## src/rtl/rf_wr_arbiter.sv

```systemverilog
// Round-robin write-port arbiter in front of a shared WIDTH-bit register.
// One requester owns the port for up to MAX_BURST writes, then priority rotates.
module rf_wr_arbiter #(
    parameter int unsigned NREQ      = 4,
    parameter int unsigned WIDTH     = 32,
    parameter int unsigned MAX_BURST = 4
) (
    input  logic                    clk,
    input  logic                    rst,
    input  logic [NREQ-1:0]         req,
    input  logic [NREQ*WIDTH-1:0]   wdata,
    output logic [NREQ-1:0]         gnt,
    output logic [$clog2(NREQ)-1:0] owner,
    output logic                    busy,
    output logic                    wr_pulse,
    output logic [WIDTH-1:0]        q
);

    localparam int unsigned PW = $clog2(NREQ);
    localparam int unsigned CW = $clog2(MAX_BURST + 1);

    typedef enum logic {
        IDLE  = 1'b0,
        GRANT = 1'b1
    } state_t;

    state_t          state;
    logic [PW-1:0]   ptr;
    logic [CW-1:0]   cnt;

    logic [2*NREQ-1:0] req_rot2;
    logic [NREQ-1:0]   req_rot;
    logic [PW:0]       win_sum;
    logic [PW-1:0]     win;
    logic              win_found;
    logic [WIDTH-1:0]  wsel;
    logic              req_own;
    logic              rel;
    logic [PW-1:0]     ptr_nxt;

    // Rotate requests so bit 0 is the pointer position, take the first set bit, map back.
    always_comb begin
        req_rot2  = {req, req} >> ptr;
        req_rot   = req_rot2[NREQ-1:0];
        win_sum   = '0;
        win_found = 1'b0;
        for (int j = 0; j < NREQ; j++) begin
            if (!win_found && req_rot[j]) begin
                win_found = 1'b1;
                win_sum   = (PW+1)'(ptr) + (PW+1)'(j);
            end
        end
        if (win_sum >= (PW+1)'(NREQ)) begin
            win_sum = win_sum - (PW+1)'(NREQ);
        end
        win = win_sum[PW-1:0];
    end

    // Owner's data slice, owner's request, release condition and rotated pointer.
    always_comb begin
        wsel = '0;
        for (int i = 0; i < NREQ; i++) begin
            if (owner == PW'(i)) begin
                wsel = wdata[i*WIDTH +: WIDTH];
            end
        end
        req_own = |(req & gnt);
        rel     = !req_own || (cnt == CW'(MAX_BURST - 1));
        ptr_nxt = (owner == PW'(NREQ - 1)) ? '0 : owner + PW'(1);
    end

    // Arbitration FSM, burst counting and the shared register.
    always_ff @(posedge clk or posedge rst) begin
        if (rst) begin
            state    <= IDLE;
            gnt      <= '0;
            owner    <= '0;
            busy     <= 1'b0;
            wr_pulse <= 1'b0;
            q        <= '0;
            ptr      <= '0;
            cnt      <= '0;
        end else begin
            case (state)
                IDLE: begin
                    wr_pulse <= 1'b0;
                    if (|req) begin
                        state <= GRANT;
                        gnt   <= NREQ'(1) << win;
                        owner <= win;
                        busy  <= 1'b1;
                        cnt   <= '0;
                    end
                end
                GRANT: begin
                    wr_pulse <= req_own;
                    if (req_own) begin
                        q   <= wsel;
                        cnt <= cnt + CW'(1);
                    end
                    if (rel) begin
                        state <= IDLE;
                        gnt   <= '0;
                        owner <= '0;
                        busy  <= 1'b0;
                        cnt   <= '0;
                        ptr   <= ptr_nxt;
                    end
                end
                default: begin
                    state <= IDLE;
                end
            endcase
        end
    end

endmodule
```

## config.mk

```make
export PLATFORM = sky130hd
export DESIGN_NAME = rf_wr_arbiter
export DESIGN_NICKNAME = d
export VERILOG_FILES = /design/src/rtl/rf_wr_arbiter.sv
export SDC_FILE = /design/constraint.sdc
export NUM_CORES = 1
export LEC_CHECK = 0
export ABC_AREA = 1
export CAP_MARGIN = 30
export CORE_MARGIN = 1
export CORE_UTILIZATION = 35
export CTS_CLUSTER_DIAMETER = 120
export DETAILED_ROUTE_END_ITERATION = 10
export PLACE_DENSITY = 0.84
export SLEW_MARGIN = 20
export SYNTH_ARGS = -nofsm -noshare
export SYNTH_HDL_FRONTEND = slang
export SYNTH_SLANG_ARGS = --single-unit
```

## constraint.sdc

```tcl
create_clock -name clk -period 1.65 [get_ports clk]
set_clock_uncertainty 0.1 [all_clocks]
set_input_delay 0.495 -clock clk [delete_from_list [all_inputs] [get_ports clk]]
set_output_delay 0.495 -clock clk [all_outputs]
set_load 0.1 [all_outputs]
```

# Word level (Yosys, flattened, before mapping)

Cells that the tools add are included.

Bits in registers: 46
Logic and storage cells: 71

Shift operators: 2
$add $sub $neg: 6
Equal/unequal tests: 7
Multiplexer cells: 30
Order comparisons: 1
Bitwise logic cells: 2
Reduce and logical (&&, ||, !) cells: 15

Operator list:

| operator            | count |
|---|---|
| $mux 32             | 4 |
| $mux 3              | 6 |
| $mux 2              | 5 |
| $mux 4              | 2 |
| $pmux 4 s2          | 1 |
| $reduce_and 2->1    | 4 |
| $reduce_or 4->1     | 2 |
| $shr 8x2->4         | 1 |
| $mux 1              | 7 |
| $add 2x2->3 const B | 2 |
| $pmux 1 s2          | 3 |
| $pmux 3 s2          | 1 |
| $and 4x4->4         | 1 |
| $eq 2x2->1 const B  | 2 |
| $logic_not 1->1     | 4 |
| $pmux 2 s2          | 1 |
| $shl 1x2->4 const A | 1 |
| $add 2x1->3 const B | 1 |
| $add 3x1->3 const B | 1 |
| $eq 3x2->1 const B  | 1 |
| $ge 3x3->1 const B  | 1 |
| $logic_and 1x1->1   | 3 |
| $ne 3x1->1 const B  | 1 |
| $add 2x1->2 const B | 1 |
| 7 further kinds     | 7 |

# Depth between registers and ports, before layout

Depth after elaboration: 16
Gate-level depth with buffers: 12
Mapped depth without buffers: 12

# Worst setup path after synthesis

No wires, ideal clock.

Path kind: flip-flop to flip-flop
Start: register owner[1]
End: register q[12]
Stages on the path, launching flop included: 10
Clock period less this slack: 2.347 ns
Slack: -0.697 ns
Library setup time: 0.082 ns
Buffers on the path: 2
Arrival: 2.165 ns
Cell sequence: dfrtp_1 inv_1 ha_1 clkbuf_1 nor2_2 buf_4 a22oi_1 o21ai_0 nand2_1 a31oi_1

Cells in the longest elaborated chain, start to end: 5

RTL lines:

| item                     | RTL line | source |
|---|---|---|
| start: declaration       | 13       | `output logic [$clog2(NREQ)-1:0] owner,` |
| start signal: assignment | 90       | `owner <= win;` |
| $logic_not 2->1          | 63       | `if (owner == PW'(i)) begin` |
| $mux 32 (3 in series)    | 63       |  |
| $mux 32 (*)              | 63       |  |
| end signal: assignment   | 98       | `q <= wsel;` |
| end: declaration         | 16       | `output logic [WIDTH-1:0] q` |

Every way passes the cells marked *; elsewhere a longest branch is shown, timed or not.
A chain may end at the register's enable or synchronous reset.

# Worst setup path after layout

Start: register owner[0]
End: output port owner[0]

No word-level cell between the ends.

==> qor.csv <==
metric,value,unit
status,"complete, but fails checks",
violations,negative setup slack,
n_fill_cell,650,
synth_nets,558,
reg2reg_depth,9,
cts_htree_levels,2,
maxSlewViolCount,0,
regArea,0.00117,mm^2
root_buffer,clkbuf_8,
wl,11.0,mm
dieArea,0.00897,mm^2
fin_cells,702,
grt-busiest-layer,met2,
io_pins,174,
place_congestion,0.916,
required,1.05,ns
grt_pass1_vias,3434,
use_met2,0.444,
row_count,33,
crit_path_start,owner[0],
postLayoutCoreUtil,0.692,
end_kind,primary output,
clock-sinks,46,
vias,3678,
synth_warnings,0,
drc_errors,0,
grt_pass1_wl,16.1,mm
globalRouteOverflowTotal,0,
min_period,1.76,ns
synth_cells,418,
worst-setup-path-type,reg2out,
report.final.setup_viol,34,
drv_cap,0,
syn_area,0.00301,mm^2
worst_r2r_startpoint,owner[0],
vdd_drop_max,1320,uV
place_inst,692,
finalHoldViolCount,0,
pre_cts_ws,-0.589,ns
use_met3,0.0507,
wire_per_inst,15.7,um
yosysSeqAreaShare,0.383,
r2r-end,q[22],
r2r_setup_slack,-0.11,ns
clk_pin_slew,0.09,ns
detail_route.iter0.violations,118,
groute.usage.overall,0.234,
synthDistinctLibCells,25,
numCtsBuffers,5,
areaGrowthSynthToFinish,89.8,%
port-buffer-count,173,
setup_ws,-0.109,ns
drt_first_pass_iters,4,
critPathMaxFanout,3,
antenna_found_initial,0,
nNetsFinal,736,
fin_crit_sh,1.07,
die_y,94.7,um
start_kind,register,
max-clock-path-buffers,2,
crit_end,owner[0],
drive_gt1_frac,0.223,
max_freq,0.569,GHz
synth_seq_cells,46,
tightestPinTransition,0.368,ns
grt_max_degree,40,
dp_hpwl,8.36,mm
diodes,0,
multi_input_area,0.00180,mm^2
initial_core_util,0.364,
layout_common_cells,"nand2_1, clkdlybuf4s50_1, buf_12",
hp-class,reg2reg,
p_per_area,2280,mW/mm^2
viasPerCell,5.24,
grtUsageMet1,0.268,
ctsHoldBuffers,0,
clk-insertion-delay-late,0.29,ns
core_area,0.00826,mm^2
p_leak,2.39,nW
ant_nets,0,
final_common_cell,nand2_1,
cts_tree,yes,
rsz0062_at_grt,yes,
relSlewSlack,0.754,
avgSynthCellArea,7.20,um^2
chipWidth,94.7,um
arrival,1.16,ns
==> worst min-delay path by stage <==
stage / startpoint / end / slack, ns / cells after the start
floorplan: cnt[0] / cnt[0] / 0.37 / 1
global placement: cnt[0] / cnt[0] / 0.40 / 1
detailed placement: cnt[0] / cnt[0] / 0.41 / 1
CTS: cnt[0] / cnt[0] / 0.42 / 1
global route: cnt[0] / cnt[0] / 0.47 / 1
finish: cnt[0] / cnt[0] / 0.42 / 1
==> cells in the mapped netlist (all sizes together) <==
library cell    n  area [um^2]
nor4            1         12.5
buf            19          135
nor2           46          190
o22ai           1         6.26
a31oi          32          200
nand3          19          100
o21ai          39          195
ha              6         75.1
nand2         145          564
a22oi          32          240
xnor2           1         8.76
clkbuf         11         41.3
a21oi           1         5.00
nand4           1         6.26
a22o            2         17.5
dfrtp          46         1150
inv            16         60.1
==> cells by family (layout without fill, tap and decap cells) <==
group,Yosys count,count (layout),share of synthesized area
buffers and inverters,46,225,0.0786
and+or+nand+nor,212,212,0.290
DFF,46,46,0.383
adders and majority gates,6,6,0.0249
xor gates and xnor gates,1,1,0.00291
AOI/OAI and AO/OA,107,107,0.221
==> state kept, by name, indices dropped and copies added (netlist names) <==
name      cells
state         1
wr_pulse      1
cnt           3
ptr           2
gnt           4
q            32
busy          1
owner         2
==> layer usage <==
layer | vias up | wire length, um
met1 | 1730 | 4250
met2 | 156 | 5800
li1 | 1776 | -
met3 | 16 | 823
met5 | - | 0
met4 | 0 | 148
==> where the power goes <==
group / switching [mW] / internal, mW / total (mW)
clock: 0.371 / 0.339 / 0.710
combinational: 6.19 / 3.79 / 9.98
sequential: 0.668 / 1.69 / 2.36
==> layout make-up <==
| class | instances | share of cell area |
|---|---|---|
| Clock buffer | 7 | 0.0151 |
| Clock inverter | 1 | 0.000876 |
| Inverter | 16 | 0.0121 |
| Multi-Input combinational cell | 326 | 0.315 |
| Sequential cell | 46 | 0.204 |
| Tap cell | 105 | 0.0230 |
| Timing Repair Buffer | 201 | 0.430 |
==> metrics by stage <==
stage	power, mW	hold WS (ns)	area [um^2]	setup TNS (ns)
final	13.0	0.418	5710	-1.35
after detailed placement	11.8	0.407	5410	-20.77
after floorplan	8.23	0.365	3070	-4.15
after global routing	13.7	0.466	5710	-4.85
after CTS	12.8	0.416	5620	-1.55
after global placement	11.6	0.396	5410	-17.59
==> critical path, cell delays in order (launching register included) <==
cell and delay, ns:
dfrtp_4 0.52, buf_4 0.18, buf_12 0.17
==> what timing repair did <==
action,in CTS,in global routing
cloned,2,0
pin swaps,6,20
gates resized for setup,25,37
endpoints found under the setup margin,47,43
setup buffers,3,0
Power figures use the tool's default switching activity.
